$ cat src/rtl/rom_fetch_sequencer.sv
// Instruction fetch controller: owns the PC, reads a 3-word ROM window and emits
// one variable-length command per cycle over valid/ready, with redirect, halt and fault handling.
module rom_fetch_sequencer #(
    parameter int                      ADDRESS_SIZE = 32,
    parameter int                      WORD_SIZE    = 32,
    parameter int                      N_WORDS      = 128,
    parameter logic [ADDRESS_SIZE-1:0] START_ADDR   = '0,
    parameter logic [7:0]              HALT_OPCODE  = 8'hFF
) (
    input  logic                      clk,
    input  logic                      rst_n,
    input  logic                      start,
    output logic [ADDRESS_SIZE-1:0]   rom_address,
    input  logic [3*WORD_SIZE-1:0]    rom_data,
    input  logic                      redirect_valid,
    input  logic [ADDRESS_SIZE-1:0]   redirect_addr,
    output logic                      out_valid,
    input  logic                      out_ready,
    output logic [3*WORD_SIZE-1:0]    out_instr,
    output logic [1:0]                out_len,
    output logic [ADDRESS_SIZE-1:0]   out_pc,
    output logic                      halted,
    output logic                      fault
);

    typedef enum logic [1:0] {S_IDLE, S_FETCH, S_HALT, S_FAULT} state_t;

    localparam logic [ADDRESS_SIZE:0] NW_LIM = (ADDRESS_SIZE+1)'(N_WORDS);

    state_t                    state_p0, state_nxt;
    logic [ADDRESS_SIZE-1:0]   pc_p0, pc_nxt;
    logic                      vld_p1, vld_nxt;
    logic [3*WORD_SIZE-1:0]    instr_p1, instr_nxt;
    logic [1:0]                len_p1, len_nxt;
    logic [ADDRESS_SIZE-1:0]   cmd_pc_p1, cmd_pc_nxt;

    logic [1:0]                len_field;
    logic [7:0]                opcode;
    logic [ADDRESS_SIZE:0]     end_addr;
    logic                      cmd_ok;
    logic                      slot_free;

    // Keep only the words belonging to the command; the rest read as zero.
    function automatic logic [3*WORD_SIZE-1:0] mask_window(
        input logic [3*WORD_SIZE-1:0] win,
        input logic [1:0]             len
    );
        case (len)
            2'd1:    return {{(2*WORD_SIZE){1'b0}}, win[WORD_SIZE-1:0]};
            2'd2:    return {{WORD_SIZE{1'b0}}, win[2*WORD_SIZE-1:0]};
            default: return win;
        endcase
    endfunction

    assign len_field = rom_data[WORD_SIZE-1:WORD_SIZE-2];
    assign opcode    = rom_data[7:0];
    // Extra sum bit means a PC near the top of the address space can never wrap into range.
    assign end_addr  = {1'b0, pc_p0} + (ADDRESS_SIZE+1)'(len_field);
    assign cmd_ok    = (len_field != 2'b00) && (end_addr <= NW_LIM);
    assign slot_free = !vld_p1 || out_ready;

    always_comb begin
        state_nxt  = state_p0;
        pc_nxt     = pc_p0;
        vld_nxt    = vld_p1;
        instr_nxt  = instr_p1;
        len_nxt    = len_p1;
        cmd_pc_nxt = cmd_pc_p1;
        case (state_p0)
            S_IDLE: begin
                if (redirect_valid) pc_nxt = redirect_addr;
                if (start)          state_nxt = S_FETCH;
            end
            S_FETCH: begin
                if (redirect_valid) begin
                    pc_nxt  = redirect_addr;
                    vld_nxt = 1'b0;
                end else if (slot_free) begin
                    if (!cmd_ok) begin
                        state_nxt = S_FAULT;
                        vld_nxt   = 1'b0;
                    end else begin
                        instr_nxt  = mask_window(rom_data, len_field);
                        len_nxt    = len_field;
                        cmd_pc_nxt = pc_p0;
                        vld_nxt    = 1'b1;
                        pc_nxt     = pc_p0 + ADDRESS_SIZE'(len_field);
                        if (opcode == HALT_OPCODE) state_nxt = S_HALT;
                    end
                end
            end
            S_HALT: begin
                if (redirect_valid) begin
                    pc_nxt    = redirect_addr;
                    vld_nxt   = 1'b0;
                    state_nxt = S_FETCH;
                end else if (out_ready) begin
                    vld_nxt = 1'b0;
                end
            end
            S_FAULT: vld_nxt = 1'b0;
            default: state_nxt = S_IDLE;
        endcase
    end

    // Stage p0 holds control (state, PC); stage p1 is the command handed to decode.
    always_ff @(posedge clk) begin
        if (!rst_n) begin
            state_p0  <= S_IDLE;
            pc_p0     <= START_ADDR;
            vld_p1    <= 1'b0;
            instr_p1  <= '0;
            len_p1    <= '0;
            cmd_pc_p1 <= '0;
        end else begin
            state_p0  <= state_nxt;
            pc_p0     <= pc_nxt;
            vld_p1    <= vld_nxt;
            instr_p1  <= instr_nxt;
            len_p1    <= len_nxt;
            cmd_pc_p1 <= cmd_pc_nxt;
        end
    end

    assign rom_address = pc_p0;
    assign out_valid   = vld_p1;
    assign out_instr   = instr_p1;
    assign out_len     = len_p1;
    assign out_pc      = cmd_pc_p1;
    assign halted      = (state_p0 == S_HALT);
    assign fault       = (state_p0 == S_FAULT);

endmodule

$ cat config.mk
export PLATFORM = sky130hd
export DESIGN_NAME = rom_fetch_sequencer
export DESIGN_NICKNAME = d
export VERILOG_FILES = /design/src/rtl/rom_fetch_sequencer.sv
export SDC_FILE = /design/constraint.sdc
export NUM_CORES = 1
export LEC_CHECK = 0
export BUFFER_PORTS_ARGS = -buffer_cell sky130_fd_sc_hd__clkbuf_2
export CORE_MARGIN = 2
export CORE_UTILIZATION = 43
export CTS_CLUSTER_DIAMETER = 80
export DETAILED_ROUTE_END_ITERATION = 10
export GPL_TIMING_DRIVEN = 0
export PLACE_DENSITY_LB_ADDON = 0.3
export SLEW_MARGIN = 20
export SYNTH_ARGS = -nofsm -noshare
export SYNTH_HDL_FRONTEND = slang
export SYNTH_SLANG_ARGS = --single-unit
$ cat constraint.sdc
create_clock -name clk -period 3.6 [get_ports clk]
set_input_delay 0 -clock clk [delete_from_list [all_inputs] [get_ports clk]]
set_output_delay 0 -clock clk [all_outputs]
set_load 0.01 [all_outputs]
==> results of run 1 <==
-- cell families (layout without fill, tap and decap cells) --
logic type	after synthesis	count (layout)	synth area share
DFF	163	163	0.463
buffers and inverters	90	563	0.0568
and+or+nand+nor	431	431	0.302
xor gates and xnor gates	10	10	0.0124
AOI/OAI and AO/OA	173	173	0.143
muxes	9	9	0.0128
adders and majority gates	5	5	0.00994
-- final cells by class --
cell class | instances | area [um2]
clock inverters | 15 | 169
flip-flops and latches | 163 | 3270
inverters | 12 | 45.0
multi-input cells | 628 | 3570
well taps | 216 | 270
clock buffers | 17 | 425
plain buffers | 76 | 479
repair buffers | 443 | 2930
fillers | 1283 | 4790
-- layer usage --
layer	routed length, um	vias up
met5	13	-
met4	1470	2
met3	1750	119
met2	12700	418
met1	10600	3853
li1	-	3980
-- path summary, 6_finish.rpt --
check,startpoint,to,slack (ns),cells after the start
worst min register to register,out_instr[32]$_SDFFE_PN0P_,out_instr[32]$_SDFFE_PN0P_,0.45,2
worst max register to register,rom_address[12]$_SDFFE_PN0P_,out_instr[85]$_SDFFE_PN0P_,0.06,15
worst min-delay path,redirect_addr[1],rom_address[1]$_SDFFE_PN0P_,0.04,4
worst max-delay path,rom_address[12]$_SDFFE_PN0P_,out_instr[85]$_SDFFE_PN0P_,0.06,15
-- power by group --
group | leakage [nW] | switching (mW) | internal, mW
clock | 0.289 | 0.815 | 1.04
sequential | 1.32 | 0.0363 | 1.83
combinational | 3.46 | 0.299 | 0.291
-- repair_timing --
item / CTS / global route
pin swaps: 5 / 11
endpoints found under the hold margin: 127 / 0
setup buffers: 10 / 7
cloned: 0 / 1
hold buffers: 128 / 0
resized for setup: 33 / 61
setup endpoints to repair: 163 / 158
-- Yosys cell counts, drive strengths merged, types with 2 or more instances --
library cell / number / area share
a22oi: 2 / 0.0021
or3: 4 / 0.0035
o21ai: 33 / 0.023
a21oi: 101 / 0.072
dfxtp: 163 / 0.46
nand2b: 2 / 0.0018
and4: 3 / 0.0037
a31o: 3 / 0.0037
a311oi: 2 / 0.0025
xnor2: 7 / 0.0087
nor2: 21 / 0.011
nand2: 197 / 0.11
xor2: 3 / 0.0037
nand3: 86 / 0.061
nand4: 8 / 0.0080
or4: 2 / 0.0021
o21a: 2 / 0.0021
and2: 2 / 0.0018
nor3: 23 / 0.017
nor2b: 3 / 0.0027
and3: 27 / 0.024
buf: 29 / 0.023
a211oi: 3 / 0.0032
nand3b: 33 / 0.035
inv: 12 / 0.0064
ha: 4 / 0.0071
o22ai: 2 / 0.0027
o41ai: 2 / 0.0025
clkbuf: 49 / 0.027
o32ai: 2 / 0.0025
mux2i: 9 / 0.013
o211ai: 2 / 0.0021
o2bb2ai: 2 / 0.0025
or2: 4 / 0.0036
o31ai: 6 / 0.0083
nor4b: 2 / 0.0025
nand4b: 2 / 0.0034
nor4: 10 / 0.012
-- stage by stage --
step | std cells | area [um2] | worst slack, ns | total power [mW]
4_1_cts | 1563 | 10900 | -0.00111 | 4.32
6_report | 1570 | 11200 | 0.0650 | 4.32
3_3_place_gp | 1394 | 8840 | -0.855 | 2.34
5_1_grt | 1570 | 11200 | -0.0750 | 4.46
3_5_place_dp | 1394 | 8840 | -0.839 | 2.34
2_1_floorplan | 881 | 7080 | 0.0571 | 2.15
-- cells in the final DEF (no fill, tap or decap), types with 7 or more instances in the layout --
master / netlist / routed
clkbuf_1: 44 / 28
clkbuf_16: 0 / 18
nor2_1: 21 / 20
buf_2: 21 / 13
clkbuf_2: 5 / 301
nand3_1: 86 / 85
dfxtp_1: 163 / 162
buf_4: 2 / 23
nand3b_1: 33 / 33
nand2_1: 196 / 195
dlygate4sd3_1: 0 / 128
o21ai_0: 17 / 17
a21oi_1: 101 / 98
nor3_1: 22 / 18
xnor2_1: 7 / 7
buf_6: 3 / 14
o21ai_1: 16 / 16
nand4_1: 7 / 7
and3_1: 27 / 27
inv_1: 12 / 12
mux2i_1: 9 / 9
-- critical path, cell delays in order, from the launching register on --
cell	delay (ns)
dfxtp_1	0.33
clkbuf_2	0.18
nand4_1	0.14
buf_4	0.17
nor4_4	0.29
clkbuf_8	0.23
nand3_1	0.13
xor2_2	0.21
o2111ai_1	0.16
or4_4	0.55
buf_8	0.16
nand4bb_4	0.29
clkbuf_16	0.22
buf_4	0.17
nand2_1	0.09
a21oi_1	0.06
-- registers in the layout, indices dropped and copies added (netlist names) --
| name | flops |
|---|---|
| out_instr | 96 |
| out_pc | 32 |
| rom_address | 32 |
| state_p0 | 2 |
| out_valid | 1 |
==> impl_metrics.csv, run 1 <==
group,metric,value,unit
logic_synthesis,synth_area,0.00705,mm2
global_route,grt_usage,0.291,
power_and_ir_drop,peakVddDrop,358,uV
sta,finalCritPeriodShare,0.982,
logic_synthesis,syn_nets,1019,
global_route,use_met2,0.482,
drt,wl_per_cell,16.9,um
setup_path,worst-setup-path-type,"register to register",
logic_synthesis,ys.flop_type,"dfxtp_1",
logic_synthesis,yosysUniqueCellTypes,66,
drt,vias,8372,
sta,slew_viol_final,0,
placement,dp_hpwl,17.6,mm
layout,drive_gt1_frac,0.316,
floorplanning,std_cell_rows,46,
drt,ant_nets,0,
sta,min_period,3.54,ns
logic_synthesis,synth_seq_area_share,0.463,
clock_tree,clk_latency,0.43,ns
clock_tree,cts_tree,"built",
setup_path,critical_path_required,3.89,ns
setup_path,cp-start-kind,"register",
setup_path,cp_max_fo,10,
clock_tree,clk_pin_slew,0.07,ns
sta,hold_viol_final,0,
global_route,grtUsageMet3,0.0707,
clock_tree,cts_root_buffer,"clkbuf_16",
sta,tightest_slew,0.755,ns
placement,port_buffers,297,
logic_synthesis,syn_inst,881,
drt,firstDrtPassIters,5,
setup_path,crit_arrival,3.83,ns
power_and_ir_drop,power_per_cell_area,387,mW/mm2
outcome,status,"finished, final reports clean",
drt,drt_iter0_markers,597,
drt,wirelength,26.5,mm
layout,synthToLayoutAreaGrowth,58.2,%
logic_synthesis,synth-edff-count,0,
sta,fmax,283,MHz
drt,drc,0,
clock_tree,htreeDepth,4,
clock_tree,numCtsBuffers,17,
sta,maxSlewHeadroom,0.495,
placement,gp_congestion,0.920,
drt,viasPerCell,5.33,
setup_path,cp-end-kind,"register",
floorplanning,dieWidth,132,um
clock_tree,ctsLongestPathBuffers,2,
logic_synthesis,yosys_warnings,0,
hold_path,hold_class,"input pin to register",
logic_synthesis,avgSynthCellArea,8.00,um2
sta,fin_tns_setup,0,ns
floorplanning,die_area,0.0174,mm2
sta,skew,0.0112,ns
clock_tree,cts_sinks,163,
global_route,antenna_found_initial,1,
global_route,grt_max_degree,17,
floorplanning,ios,298,
global_route,met1_usage,0.346,
job,drv_cap,0,
global_route,grt_pass1_vias,8160,
global_route,overflow,0,
logic_synthesis,ys_ff_latch,163,
layout,n_antenna_cell,0,
floorplanning,fp.coreArea,0.0159,mm2
power_and_ir_drop,p_leak,5.07,nW
layout,final_nets,1479,
global_route,top_usage_layer,"met2",
layout,fin_util,0.700,
logic_synthesis,async_flop_share,0,
global_route,grt_pass1_wl,41.0,mm
sta,rsz0062_at_grt,"yes",
sta,hold_slack,0.0400,ns
floorplanning,start_util,0.442,
floorplanning,chipHeight,132,um
sta,finalSetupViolCount,0,
(Power assumes the default switching activity.)
==> run 2, diff against run 1 <==
==> config.mk (replaced) <==
export PLATFORM = sky130hd
export DESIGN_NAME = rom_fetch_sequencer
export DESIGN_NICKNAME = d
export VERILOG_FILES = /design/src/rtl/rom_fetch_sequencer.sv
export SDC_FILE = /design/constraint.sdc
export NUM_CORES = 1
export LEC_CHECK = 0
export BUFFER_PORTS_ARGS = -buffer_cell sky130_fd_sc_hd__buf_2
export CELL_PAD_IN_SITES_DETAIL_PLACEMENT = 0
export CELL_PAD_IN_SITES_GLOBAL_PLACEMENT = 2
export CORE_MARGIN = 2
export CORE_UTILIZATION = 23
export CTS_CLUSTER_DIAMETER = 80
export DETAILED_ROUTE_END_ITERATION = 10
export GPL_TIMING_DRIVEN = 0
export PLACE_DENSITY_LB_ADDON = 0.3
export SYNTH_ARGS = -nofsm -noshare
export SYNTH_HDL_FRONTEND = slang
export SYNTH_SLANG_ARGS = --single-unit
==> impl_metrics.csv, run 2 (same netlist as run 1, synthesis figures left out) <==
group,metric,value,unit
setup_path,cp-end-kind,"register",
power_and_ir_drop,power_per_cell_area,372,mW/mm2
drt,ant_nets,0,
sta,finalCritPeriodShare,0.969,
clock_tree,htreeDepth,4,
hold_path,hold_class,"input pin to register",
sta,tightest_slew,0.971,ns
placement,port_buffers,297,
setup_path,cp-start-kind,"register",
drt,wirelength,30.0,mm
clock_tree,cts_sinks,163,
setup_path,worst-setup-path-type,"register to register",
layout,fin_util,0.395,
clock_tree,cts_tree,"built",
layout,mostFrequentLayoutCell,"buf_2",
floorplanning,fp.coreArea,0.0303,mm2
sta,hold_slack,0.0677,ns
sta,fmax,287,MHz
floorplanning,std_cell_rows,64,
drt,viasPerCell,4.57,
layout,largest_register_ff_count,96,
power_and_ir_drop,p_leak,5.35,nW
placement,gp_congestion,0.787,
layout,final_nets,1492,
setup_path,cp_slowest_cell,"or4_4",
sta,maxSlewHeadroom,0.350,
setup_path,cp_common_cell,"clkbuf_16",
global_route,antenna_found_initial,3,
clock_tree,clk_pin_slew,0.07,ns
floorplanning,ios,298,
clock_tree,cts_root_buffer,"clkbuf_16",
setup_path,critPathBufInv,4,
drt,wl_per_cell,17.0,um
setup_path,crit_arrival,3.78,ns
setup_path,cp_max_fo,8,
floorplanning,dieWidth,179,um
floorplanning,die_area,0.0321,mm2
sta,skew,0.0107,ns
global_route,overflow,0,
drt,firstDrtPassIters,7,
sta,slew_viol_final,0,
sta,hold_viol_final,0,
clock_tree,ctsLongestPathBuffers,2,
job,drv_cap,0,
global_route,grt_pass1_vias,7715,
sta,finalSetupViolCount,0,
sta,rsz0062_at_grt,"yes",
drt,drt_iter0_markers,351,
global_route,grt_pass1_wl,44.4,mm
floorplanning,chipHeight,179,um
drt,drc,0,
setup_path,reg2reg_setup_slack,0.11,ns
setup_path,path_delay_family,"simple AND/OR/NAND/NOR gates",
global_route,grt_max_degree,18,
floorplanning,start_util,0.232,
clock_tree,numCtsBuffers,17,
setup_path,critical_path_required,3.89,ns
sta,min_period,3.49,ns
layout,drive_gt1_frac,0.365,
clock_tree,clk_latency,0.42,ns
placement,dp_hpwl,21.3,mm
drt,vias,8064,
layout,synthToLayoutAreaGrowth,69.9,%
global_route,grt_usage,0.180,
power_and_ir_drop,peakVddDrop,286,uV
outcome,status,"finished, final reports clean",
setup_path,crit_chain,"ha_4 -> inv_2 -> fa_2 -> nand4b_4 -> buf_12 -> nor4_4 -> nand3_1 -> o31ai_2 -> o2111ai_1 -> or4_4 -> nand4bb_4 -> clkbuf_16 -> clkbuf_16 -> nand2_2 -> a21oi_1",
setup_path,critPathMaxStageDelay,0.66,ns
layout,final_cell_mix,"buf_2, nand2_1, dfxtp_1",
run 2: power breakdown:
group	leakage [nW]	internal [mW]	switching [mW]
registers	1.32	1.83	0.0364
logic	3.73	0.292	0.310
clock network	0.305	1.08	0.897
total	5.35	3.21	1.24
run 2: path summary, 6_finish.rpt:
path,to,startpoint,depth (start not counted)
worst max-delay path,out_instr[91]$_SDFFE_PN0P_,rom_address[0]$_SDFFE_PN0P_,15
worst max register to register,out_instr[91]$_SDFFE_PN0P_,rom_address[0]$_SDFFE_PN0P_,15
worst min register to register,out_instr[65]$_SDFFE_PN0P_,out_instr[65]$_SDFFE_PN0P_,2
worst min-delay path,rom_address[1]$_SDFFE_PN0P_,redirect_addr[1],4
run 2: what timing repair did:
item	4_1_cts	5_1_grt
cloned	1	6
gates resized for setup	72	108
hold buffers	127	0
buffers inserted	15	11
pin swaps	8	40
endpoints found under the hold margin	126	0
setup endpoints to repair	163	157
run 2: routing by layer:
layer	track usage	up-vias	share of wire
li1	-	4022	-
met1	0.235	3791	0.45
met2	0.296	221	0.48
met3	0.0375	30	0.051
met4	0.0576	0	0.021
met5	0	-	0
run 2: cell type report:
cell class / instances / area [um2]
inverters: 12 / 45.0
repair buffers: 457 / 3160
clock inverters: 14 / 189
flip-flops and latches: 163 / 3270
plain buffers: 75 / 596
diodes: 3 / 7.51
fillers: 3216 / 18400
well taps: 396 / 495
clock buffers: 18 / 439
multi-input cells: 628 / 3780
run 2: worst reg2reg max path, delay by kind of cell, from the launching register on:
family | cells | cell delay, ns
flip-flops | 1 | 0.37
AND/OR/NAND/NOR | 6 | 1.52
AO/OA/AOI/OAI | 3 | 0.29
buffers and inverters | 4 | 0.63
adder cells (fa/ha/maj) | 2 | 0.54
run 2: per-stage QoR:
step	power, mW	TNS (ns)	setup slack [ns]	area (um2)	std cells
final	4.45	0	0.112	12000	1766
after global routing	4.64	-5.01	-0.0823	12000	1764
after CTS	4.51	0	0.00330	11400	1747
after detailed placement	2.37	-159.29	-1.17	9060	1574
after global placement	2.37	-165.30	-1.20	9060	1574
after floorplan	2.15	0	0.0571	7080	881
